File: config.mk
export PLATFORM = sky130hd
export DESIGN_NAME = counter_scheduler
export DESIGN_NICKNAME = d
export VERILOG_FILES = /design/src/rtl/counter_scheduler_pkg.sv /design/src/rtl/rr_arbiter.sv /design/src/rtl/counter_scheduler.sv
export SDC_FILE = /design/constraint.sdc
export NUM_CORES = 1
export LEC_CHECK = 0
export CAP_MARGIN = 20
export CORE_MARGIN = 2
export CORE_UTILIZATION = 55
export DETAILED_ROUTE_END_ITERATION = 10
export DONT_BUFFER_PORTS = 1
export HOLD_SLACK_MARGIN = 0.03
export PLACE_DENSITY_LB_ADDON = 0.25
export SYNTH_ARGS = -nofsm -noshare
export SYNTH_HDL_FRONTEND = slang
export SYNTH_SLANG_ARGS = --single-unit
File: constraint.sdc
create_clock -name clk -period 3.6 [get_ports clk]
set_input_delay 0.72 -clock clk [delete_from_list [all_inputs] [get_ports clk]]
set_output_delay 0.72 -clock clk [all_outputs]
set_load 0.005 [all_outputs]
File: src/rtl/counter_scheduler_pkg.sv
// Shared definitions for the time-shared counter scheduler and its arbiter.
package counter_scheduler_pkg;

  localparam int DEF_NREQ  = 4;
  localparam int DEF_WIDTH = 8;

  typedef enum logic [1:0] {
    ST_IDLE = 2'd0,
    ST_RUN  = 2'd1,
    ST_DONE = 2'd2
  } state_t;

endpackage

File: src/rtl/rr_arbiter.sv
// Combinational round-robin picker: first set request scanning upward from pointer+1, wrapping.
module rr_arbiter #(
  parameter int NREQ  = 4,
  parameter int PTR_W = 2
) (
  input  logic [NREQ-1:0]  req,
  input  logic [PTR_W-1:0] pointer,
  output logic             valid,
  output logic [PTR_W-1:0] index
);

  logic [PTR_W:0] cand;

  // Walk offsets from farthest to nearest so the nearest set bit is the last to be written.
  always_comb begin
    valid = 1'b0;
    index = '0;
    cand  = '0;
    for (int off = NREQ; off >= 1; off--) begin
      cand = {1'b0, pointer} + (PTR_W+1)'(off);
      if (cand >= (PTR_W+1)'(NREQ)) begin
        cand = cand - (PTR_W+1)'(NREQ);
      end
      if (req[cand[PTR_W-1:0]]) begin
        valid = 1'b1;
        index = cand[PTR_W-1:0];
      end
    end
  end

endmodule

File: src/rtl/counter_scheduler.sv
// Shares one up-counter among NREQ requesters: round-robin grant, run len cycles, pulse done.
module counter_scheduler
  import counter_scheduler_pkg::*;
#(
  parameter int NREQ  = DEF_NREQ,
  parameter int WIDTH = DEF_WIDTH,
  parameter int PTR_W = 2
) (
  input  logic                  clk,
  input  logic                  reset,
  input  logic [NREQ-1:0]       req,
  input  logic [NREQ*WIDTH-1:0] len,
  input  logic                  abort,
  output logic [NREQ-1:0]       grant,
  output logic                  busy,
  output logic [NREQ-1:0]       done,
  output logic [WIDTH-1:0]      count_value
);

  state_t state, state_nxt;

  logic [WIDTH-1:0] len_q, len_nxt;
  logic [PTR_W-1:0] own_q, own_nxt;
  logic [PTR_W-1:0] ptr_q, ptr_nxt;
  logic [NREQ-1:0]  grant_nxt, done_nxt;
  logic             busy_nxt;
  logic [WIDTH-1:0] count_nxt;

  logic             arb_valid;
  logic [PTR_W-1:0] arb_index;
  logic [WIDTH-1:0] len_arr [NREQ];
  logic [WIDTH-1:0] len_sel;

  for (genvar i = 0; i < NREQ; i++) begin : g_len
    assign len_arr[i] = len[i*WIDTH +: WIDTH];
  end

  assign len_sel = len_arr[arb_index];

  rr_arbiter #(
    .NREQ  (NREQ),
    .PTR_W (PTR_W)
  ) u_arb (
    .req     (req),
    .pointer (ptr_q),
    .valid   (arb_valid),
    .index   (arb_index)
  );

  always_ff @(posedge clk) begin
    if (reset) begin
      state <= ST_IDLE;
    end else begin
      state <= state_nxt;
    end
  end

  // Every output is computed here one cycle ahead and registered below.
  always_comb begin
    state_nxt = state;
    grant_nxt = grant;
    done_nxt  = '0;
    busy_nxt  = busy;
    count_nxt = count_value;
    len_nxt   = len_q;
    own_nxt   = own_q;
    ptr_nxt   = ptr_q;
    unique case (state)
      ST_IDLE: begin
        grant_nxt = '0;
        busy_nxt  = 1'b0;
        count_nxt = '0;
        if (arb_valid) begin
          own_nxt              = arb_index;
          len_nxt              = len_sel;
          grant_nxt[arb_index] = 1'b1;
          busy_nxt             = 1'b1;
          if (len_sel == '0) begin
            state_nxt           = ST_DONE;
            done_nxt[arb_index] = 1'b1;
          end else begin
            state_nxt = ST_RUN;
          end
        end
      end
      ST_RUN: begin
        // Abort still advances the pointer so the aborted owner loses its turn.
        if (abort) begin
          state_nxt = ST_IDLE;
          grant_nxt = '0;
          busy_nxt  = 1'b0;
          count_nxt = '0;
          ptr_nxt   = own_q;
        end else if (count_value == len_q - WIDTH'(1)) begin
          state_nxt = ST_DONE;
          done_nxt  = grant;
        end else begin
          count_nxt = count_value + WIDTH'(1);
        end
      end
      ST_DONE: begin
        state_nxt = ST_IDLE;
        grant_nxt = '0;
        busy_nxt  = 1'b0;
        count_nxt = '0;
        ptr_nxt   = own_q;
      end
      default: begin
        state_nxt = ST_IDLE;
        grant_nxt = '0;
        busy_nxt  = 1'b0;
        count_nxt = '0;
      end
    endcase
  end

  always_ff @(posedge clk) begin
    if (reset) begin
      grant       <= '0;
      done        <= '0;
      busy        <= 1'b0;
      count_value <= '0;
      len_q       <= '0;
      own_q       <= '0;
      ptr_q       <= PTR_W'(NREQ-1);
    end else begin
      grant       <= grant_nxt;
      done        <= done_nxt;
      busy        <= busy_nxt;
      count_value <= count_nxt;
      len_q       <= len_nxt;
      own_q       <= own_nxt;
      ptr_q       <= ptr_nxt;
    end
  end

endmodule

==> results of run 1 <==
==> flip-flops by register name, indices dropped and copies added (netlist names) <==
signal	cells
count_value	8
state	2
ptr_q	2
own_q	2
len_q	8
busy	1
done	4
grant	4
==> kinds of logic (layout without fill, tap and decap cells) <==
family | count (synthesis) | after routing | share of synthesized area
AOI/OAI and AO/OA | 58 | 58 | 0.222
and+or+nand+nor | 88 | 88 | 0.246
DFF | 31 | 31 | 0.335
adders and majority gates | 2 | 2 | 0.0135
buffers and inverters | 28 | 23 | 0.0668
xor gates and xnor gates | 19 | 19 | 0.0897
muxes | 5 | 5 | 0.0270
==> worst reg2reg max path, delay by kind of cell (launching register included) <==
kind,cells,cell delay (ns)
flops,1,0.46
simple gates,4,1.30
compound gates,4,0.99
==> power groups by stage <==
stage               clock, uW  combinational [uW]  sequential (uW)
floorplan                   0                 196              393
CTS                       197                 217              394
global placement            0                 212              401
global route              210                 245              398
detailed placement          0                 215              402
finish                    190                 216              393
==> cells in the mapped netlist, drive strengths merged <==
cell    number
o211a        8
and2         4
or4          1
or2          1
nor2        20
nor3b        8
a21boi       1
nand3b       1
o21ai       13
and3         3
nand4        5
nor2b        1
or3          9
dfxtp       31
a211oi       9
a31o         1
nand2b       6
xor2         9
buf          5
nand2       22
a21oi       13
nor3         2
o22a         1
xnor2       10
clkbuf      10
o32ai        1
o22ai       10
a211o        1
mux2i        5
nor4b        1
nor4         1
nand3        3
ha           2
inv         13
==> area by class of cell <==
class / count / area (um2) / area share
sequential: 31 / 621 / 0.326
inverter: 13 / 48.8 / 0.0257
multi-input combinational: 172 / 1110 / 0.584
timing repair buffer: 2 / 15.0 / 0.00789
clock buffer: 7 / 45.0 / 0.0237
clock inverter: 1 / 5.00 / 0.00263
tap: 46 / 57.6 / 0.0303
==> per-layer routing <==
layer | up-vias | track usage | wire, um
met1 | 711 | 0.283 | 1820
met5 | - | 0 | 0
li1 | 799 | - | -
met2 | 59 | 0.342 | 1710
met3 | 7 | 0.0621 | 276
met4 | 0 | 0.0912 | 70
==> through the flow <==
stage	hold slack (ns)	power (uW)	instance area (um2)	worst slack [ns]	util
final	0.449	800	1900	0.794	0.579
after global routing	0.428	854	1900	0.591	0.579
after CTS	0.435	808	1900	0.800	0.579
after detailed placement	0.465	617	1850	0.525	0.564
after global placement	0.465	613	1850	0.608	0.564
after floorplan	0.445	589	1850	0.857	-
==> worst paths after layout <==
check | start | end | cells after the start
worst min register to register | len_q[7]$_SDFFE_PP0P_ | len_q[7]$_SDFFE_PP0P_ | 2
worst min-delay path | reset | grant[2]$_SDFFE_PP0P_ | 1
worst max-delay path | ptr_q[1]$_SDFFE_PP1P_ | done[3]$_SDFF_PP0_ | 8
worst max register to register | ptr_q[1]$_SDFFE_PP1P_ | done[3]$_SDFF_PP0_ | 8
==> run_results.csv, run 1 <==
group,metric,value,unit
layout,fill_cells,314,
layout,antenna_cells,0,
grt,grt_pass1_vias,1419,
power,p_int,543,uW
power,p_leak,0.000791,uW
synth,syn_area_per_cell,8.03,um2
synth,synth_area,1850,um2
route,drtPass1Iterations,4,
clock_network,clock-root-buffer,"clkbuf_4",
worst_setup_path,critical_path_class,"flip-flop to flip-flop",
status,status,"finished clean",
timing,tightestPinTransition,0.678,ns
worst_setup_path,worst-r2r-setup-slack,0.79,ns
clock_network,postCtsHoldBufs,0,
layout,drive_above_1_share,0.0664,
route,postRouteAntennaNets,0,
die,core_area,3280,um2
layout,final_cell_mix,"dfxtp_1, nand2_1, nor2_1",
worst_setup_path,crit_buf_inv,0,
worst_setup_path,start_kind,"flip-flop",
placed_design,place.port_buffers,0,
worst_setup_path,slowest_delay,0.68,ns
placed_design,dp_cells,264,
die,io_pins,56,
synth,synth.top_cell.area_share,0.335,
clock_network,clock-sinks,31,
timing,clock_skew,0.00947,ns
power,seq_power_share,0.492,
clock_network,clockBufferDepth,2,
layout,syn2layout_area_growth,2.56,%
worst_setup_path,path_delay_family,"simple AND/OR/NAND/NOR gates",
synth,synth.largest_area_cell,"dfxtp_1",
timing,final-hold-violation-count,0,
die,chipWidth,62.1,um
route,vias,1576,
grt,overflow,0,
die,rows,21,
clock_network,ctsResizeCount,0,
clock_network,post-cts-setup-buffers,0,
worst_setup_path,crit_slowest_cell,"or4_1",
worst_setup_path,cp_data_required_time,3.87,ns
power,p_switching,257,uW
power,pwr-share-clk,0.237,
worst_setup_path,cp_data_arrival_time,3.08,ns
grt,antenna_found_initial,0,
synth,synthCells,231,
synth,ys_types,38,
clock_network,cts_tree,"built",
synth,synth-seq-cells,31,
route,drc,0,
timing,min_period,2.81,ns
synth,synth_warnings,0,
job,cap_violations,0,
power,power_frac_comb,0.270,
die,die_area,3850,um2
route,routed_wl,3.88,mm
layout,mostFrequentLayoutCell,"dfxtp_1",
timing,setup_viol,0,
synth,synthesis.nets,272,
timing,final.period_utilization,0.780,
power,power_density,420,nW/um2
synth,ys_top_cells_by_area,"dfxtp_1, xnor2_1, nand2_1",
layout,layout.cells.non_filler,272,
worst_setup_path,path_cells,"nand2_1 > o22ai_2 > or2_4 > o211a_1 > o22ai_1 > or4_1 > o22ai_1 > and2_1",
timing,fmax,356,MHz
clock_network,cts_buffers,5,
power,ir_drop,0.000179,V
clock_network,clkTransAtPathRegs,0.09,ns
worst_setup_path,cpMostUsedCell,"o22ai_1",
worst_setup_path,end_kind,"flip-flop",
placed_design,gp_congestion,0.771,
hold_path,hold_class,"input pin to flip-flop",
route,wl_per_cell,14.3,um
route,drt-initial-drc-count,59,
power,p_sw_frac,0.321,
timing,slew_headroom,0.545,
layout,layout.nets,266,
route,vias_per_cell,5.79,
grt,grt_max_degree,24,
clock_network,clock_latency,0.33,ns
worst_setup_path,critPathMaxFanout,20,
die,fp.dieH,62.1,um
clock_network,cts_htree_levels,2,
placed_design,hpwl,2.85,mm
timing,setup_tns,0,ns
timing,rsz0062_at_grt,"false",
die,start_util,0.565,
grt,grt_pass1_wl,6.29,mm
synth,synth-seq-area-share,0.335,
grt,grt.total_usage,0.219,
timing,slew_viol_final,0,
Power figures use the tool's default switching activity.
==> inputs of run 2 (changes only) <==
- clock period: 3.6 -> 2.3 ns (I/O delays scaled with it)
==> run 2 against run 1 <==
Against the previous run:
- sequential cell count unchanged
- clock power increased by 130%
- sequential power up 57%
- first-iteration DRC count grew 20%
- critical path type unchanged
- largest cell class unchanged
==> run_results.csv, run 2 (same netlist as run 1, synthesis figures left out) <==
group,metric,value,unit
status,status,"finished clean",
clock_network,clock-sinks,31,
hold_path,hold_class,"input pin to flip-flop",
clock_network,cts_buffers,5,
grt,grt_max_degree,21,
die,fp.dieH,62.1,um
layout,mostFrequentLayoutCell,"dfxtp_1",
route,drtPass1Iterations,4,
grt,overflow,0,
timing,final-hold-violation-count,0,
clock_network,postCtsHoldBufs,0,
timing,slew_viol_final,0,
placed_design,gp_congestion,0.788,
worst_setup_path,critPathMaxFanout,8,
timing,fmax,436,MHz
route,postRouteAntennaNets,0,
layout,reg.largest.list,"count_value x8, len_q x8",
placed_design,place.port_buffers,0,
power,p_leak,0.000915,uW
die,chipWidth,62.1,um
grt,grt.total_usage,0.218,
clock_network,clockBufferDepth,2,
worst_setup_path,end_kind,"flip-flop",
die,io_pins,56,
layout,layout.nets,285,
layout,final_cell_mix,"dfxtp_1, nand2_1, nor2_1",
clock_network,clock-root-buffer,"clkbuf_4",
worst_setup_path,cpMostUsedCell,"o22ai_1",
route,vias_per_cell,5.59,
route,wl_per_cell,13.8,um
timing,clock_skew,0.00845,ns
worst_setup_path,path_delay_family,"simple AND/OR/NAND/NOR gates",
worst_setup_path,start_kind,"flip-flop",
power,ir_drop,0.000287,V
layout,layout.cells.non_filler,291,
die,rows,21,
route,drc,0,
timing,rsz0062_at_grt,"true",
timing,final.period_utilization,0.996,
worst_setup_path,crit_slowest_cell,"or4_4",
route,vias,1628,
route,drt-initial-drc-count,71,
timing,slew_headroom,0.629,
layout,fill_cells,276,
timing,setup_viol,0,
clock_network,clkTransAtPathRegs,0.10,ns
worst_setup_path,cp_data_required_time,2.59,ns
timing,min_period,2.29,ns
worst_setup_path,critical_path_class,"flip-flop to flip-flop",
worst_setup_path,path_cells,"mux2i_2 > o22a_1 > o21ai_4 > buf_6 > a211oi_2 > o22ai_1 > or4_4 > o22ai_1 > and2_1",
grt,grt_pass1_wl,6.25,mm
grt,grt_pass1_vias,1420,
clock_network,clock_latency,0.33,ns
die,start_util,0.565,
layout,drive_above_1_share,0.204,
route,routed_wl,4.00,mm
timing,tightestPinTransition,0.549,ns
placed_design,hpwl,2.84,mm
job,cap_violations,0,
worst_setup_path,cp_data_arrival_time,2.58,ns
power,p_total,1490,uW
placed_design,dp_cells,276,
die,core_area,3280,um2
layout,utilization,0.671,
clock_network,cts_tree,"built",
clock_network,cts_htree_levels,2,
worst_setup_path,crit_buf_inv,1,
die,die_area,3850,um2
grt,antenna_found_initial,0,
layout,antenna_cells,0,
layout,syn2layout_area_growth,18.8,%
worst_setup_path,slowest_delay,0.60,ns
power,power_density,678,nW/um2
[run 2: cell count changes in the layout (fill, tap and decap cells not counted), moves of 2 or more]
cell | previous run | this run
a211oi_1 | 6 | 1
a211oi_2 | 3 | 6
a211oi_4 | 0 | 2
buf_4 | 2 | 16
buf_6 | 0 | 2
clkbuf_1 | 2 | 0
dfxtp_1 | 31 | 29
nor2_1 | 20 | 18
[run 2: cell type report]
class                      instances  area [um2]  share of cell area
tap                               46        57.6              0.0261
inverter                          13        48.8              0.0221
clock inverter                     2        35.0              0.0159
timing repair buffer              20         168              0.0761
multi-input combinational        173        1220               0.553
sequential                        31         626               0.284
clock buffer                       6        51.3              0.0233
[run 2: through the flow]
| stage | hold slack [ns] | setup TNS (ns) | worst slack (ns) | cell area, um2 |
|---|---|---|---|---|
| finish | 0.179 | 0 | 0.00848 | 2200 |
| global route | 0.152 | -0.295 | -0.0885 | 2200 |
| global placement | 0.462 | -0.993 | -0.193 | 2020 |
| CTS | 0.163 | 0 | 0.00746 | 2150 |
| detailed placement | 0.459 | -1.35 | -0.255 | 2020 |
| floorplan | 0.445 | -0.254 | -0.0680 | 1920 |
[run 2: what timing repair did]
action / in CTS / in global routing
gates cloned: 0 / 2
endpoints found under the setup margin: 6 / 6
pin swaps: 2 / 6
gates resized for setup: 5 / 9
buffers inserted: 5 / 2
[run 2: path summary, 6_finish.rpt]
check / startpoint / to / slack [ns] / depth (start not counted)
max: ptr_q[1]$_SDFFE_PP1P_ / done[2]$_SDFF_PP0_ / 0.008 / 9
min: reset / grant[2]$_SDFFE_PP0P_ / 0.18 / 1
max reg2reg: ptr_q[1]$_SDFFE_PP1P_ / done[2]$_SDFF_PP0_ / 0.008 / 9
min reg2reg: len_q[7]$_SDFFE_PP0P_ / len_q[7]$_SDFFE_PP0P_ / 0.47 / 2
[run 2: metal layers]
metal | track usage | up-vias | wire length, um
li1 | - | 838 | -
met1 | 0.293 | 732 | 1930
met2 | 0.324 | 52 | 1770
met3 | 0.0766 | 6 | 252
met4 | 0.0729 | 0 | 55
met5 | 0 | - | 0
[run 2: report_power, final]
group	switching [uW]	leakage, uW	internal [uW]
Sequential	40.6	0.000253	576
Clock	185	0.0000482	257
Combinational	215	0.000614	221
Total	441	0.000915	1050
==> inputs of run 3 (changes only) <==
--- a/config.mk
+++ b/config.mk
@@ -14,2 +14,3 @@
 export PLACE_DENSITY_LB_ADDON = 0.25
+export SLEW_MARGIN = 20
 export SYNTH_ARGS = -nofsm -noshare
--- a/constraint.sdc
+++ b/constraint.sdc
@@ -3,2 +3,2 @@
 set_output_delay 0.46 -clock clk [all_outputs]
-set_load 0.005 [all_outputs]
+set_load 0.01 [all_outputs]
==> run 3 against run 2 <==
Against the previous run:
- the run now ends with setup timing left
- combinational power increased by 14%
- first-iteration DRC count decreased by 2.8%
- final area increased by 6.2%
- worst setup slack got worse by 0.065 ns
- count of clock-buffer cells in the layout unchanged
- clock skew increased by 0.00078 ns
- critical path type unchanged
==> run_results.csv, run 3 (same netlist as run 1, synthesis figures left out) <==
group,metric,value,unit
grt,grt_pass1_vias,1510,
die,chipWidth,62.1,um
layout,layout.nets,292,
layout,layout.cells.non_filler,297,
layout,final_cell_mix,"dfxtp_1, nand2_1, nor2_1",
die,rows,21,
grt,grt.total_usage,0.231,
clock_network,cts_tree,"built",
layout,syn2layout_area_growth,26.2,%
placed_design,dp_cells,278,
worst_setup_path,worstReg2RegStart,"ptr_q[1]$_SDFFE_PP1P_",
clock_network,clock-sinks,31,
worst_setup_path,critPathMaxFanout,6,
timing,fin_ws,-0.0566,ns
status,failed_checks,"setup timing",
power,pwr-share-clk,0.261,
timing,final.period_utilization,1.02,
placed_design,hpwl,2.97,mm
hold_path,worstHoldPathCells,1,
power,p_int,1060,uW
power,power_frac_comb,0.329,
layout,antenna_cells,0,
die,die_area,3850,um2
layout,mostFrequentLayoutCell,"dfxtp_1",
status,status,"finished, violations left",
timing,final-hold-violation-count,0,
power,seq_power_share,0.410,
die,fp.dieH,62.1,um
timing,tightestPinTransition,0.461,ns
hold_path,min-delay-start,"reset",
placed_design,place.port_buffers,0,
hold_path,hold_class,"input pin to flip-flop",
route,postRouteAntennaNets,0,
clock_network,clkTransAtPathRegs,0.09,ns
grt,grt_max_degree,21,
timing,slew_viol_final,0,
power,p_total,1510,uW
route,wl_per_cell,14.3,um
worst_setup_path,regToRegEndpoint,"done[2]$_SDFF_PP0_",
clock_network,clock_latency,0.32,ns
route,routed_wl,4.26,mm
power,p_leak,0.000969,uW
grt,overflow,0,
placed_design,gp_congestion,0.799,
clock_network,clockBufferDepth,2,
power,power_density,646,nW/um2
grt,antenna_found_initial,0,
route,drtPass1Iterations,4,
layout,reg.largest.list,"count_value x8, len_q x8",
worst_setup_path,critical_path_class,"flip-flop to flip-flop",
route,vias_per_cell,5.68,
die,core_area,3280,um2
job,cap_violations,0,
timing,rsz0062_at_grt,"true",
layout,drive_above_1_share,0.247,
worst_setup_path,end_kind,"flip-flop",
worst_setup_path,cp_data_arrival_time,2.62,ns
timing,clock_skew,0.00923,ns
route,drt-initial-drc-count,69,
timing,min_period,2.36,ns
timing,setup_viol,5,
worst_setup_path,cp_data_required_time,2.57,ns
timing,fmax,424,MHz
timing,slew_headroom,0.688,
clock_network,cts_htree_levels,2,
die,start_util,0.565,
worst_setup_path,start_kind,"flip-flop",
clock_network,clock-root-buffer,"clkbuf_4",
power,ir_drop,0.000268,V
worst_setup_path,reg2reg_depth,10,
power,p_switching,452,uW
clock_network,cts_buffers,5,
timing,setup_tns,-0.195,ns
hold_path,min_to,"grant[2]$_SDFFE_PP0P_",
grt,grt_pass1_wl,6.67,mm
route,drc,0,
route,vias,1687,
timing,hold_slack,0.192,ns
power,p_sw_frac,0.299,
die,io_pins,56,
worst_setup_path,worst-r2r-setup-slack,-0.06,ns
## run 3: cell types whose count changed in the layout (fill, tap and decap cells not counted), moves of 2 or more
| cell | before | now |
|---|---|---|
| a211oi_2 | 6 | 4 |
| nor3b_2 | 0 | 2 |
| nor3b_4 | 0 | 3 |
| buf_8 | 0 | 2 |
| buf_6 | 2 | 5 |
| a211oi_4 | 2 | 4 |
| nand2_1 | 21 | 19 |
| nor3b_1 | 8 | 3 |
## run 3: worst max-delay path by stage
stage,startpoint,endpoint,slack (ns)
2_1_floorplan,req[3],done[0]$_SDFF_PP0_,-0.07
3_3_place_gp,ptr_q[1]$_SDFFE_PP1P_,done[2]$_SDFF_PP0_,-0.20
5_1_grt,ptr_q[1]$_SDFFE_PP1P_,done[3]$_SDFF_PP0_,-0.16
3_5_place_dp,ptr_q[1]$_SDFFE_PP1P_,done[3]$_SDFF_PP0_,-0.30
6_report,ptr_q[1]$_SDFFE_PP1P_,done[2]$_SDFF_PP0_,-0.06
4_1_cts,ptr_q[1]$_SDFFE_PP1P_,done[0]$_SDFF_PP0_,-0.06
## run 3: critical path, stage by stage, from the launching register on
cell and delay (ns):
dfxtp_4 0.40, mux2i_2 0.23, o22a_1 0.16, o21ai_2 0.07, buf_12 0.13, buf_6 0.12
a211oi_4 0.17, o22ai_1 0.11, or4_4 0.60, o22ai_1 0.17, and2_1 0.13
## run 3: timing repair
action,CTS,global route
resized for setup,12,21
setup endpoints to repair,6,6
buffers inserted,8,2
hold buffers,0,0
cloned,2,0
pin swaps,7,10
## run 3: layer usage
layer / routed length, um / vias up / global-route usage
li1: - / 851 / -
met1: 1940 / 769 / 0.302
met2: 1950 / 60 / 0.354
met3: 312 / 7 / 0.0766
met4: 61 / 0 / 0.0821
met5: 0 / - / 0
## run 3: through the flow
stage	cell area (um2)	worst slack (ns)	util
final	2340	-0.0566	0.713
after global routing	2340	-0.161	0.713
after global placement	2030	-0.196	0.619
after floorplan	1920	-0.0680	-
after CTS	2220	-0.0645	0.676
after detailed placement	2030	-0.299	0.619
## run 3: power by group through the flow
stage / combinational, uW / sequential [uW] / clock [uW]
floorplan: 323 / 619 / 0
global placement: 384 / 631 / 0
detailed placement: 389 / 632 / 0
CTS: 442 / 619 / 406
global route: 544 / 628 / 435
finish: 498 / 620 / 394
## run 3: final cells by class
| cell class | count | area (um2) |
|---|---|---|
| multi-input combinational | 173 | 1280 |
| sequential | 31 | 626 |
| inverter | 13 | 48.8 |
| tap | 46 | 57.6 |
| fill | 269 | 943 |
| timing repair buffer | 27 | 259 |
| clock buffer | 6 | 41.3 |
| clock inverter | 1 | 30.0 |
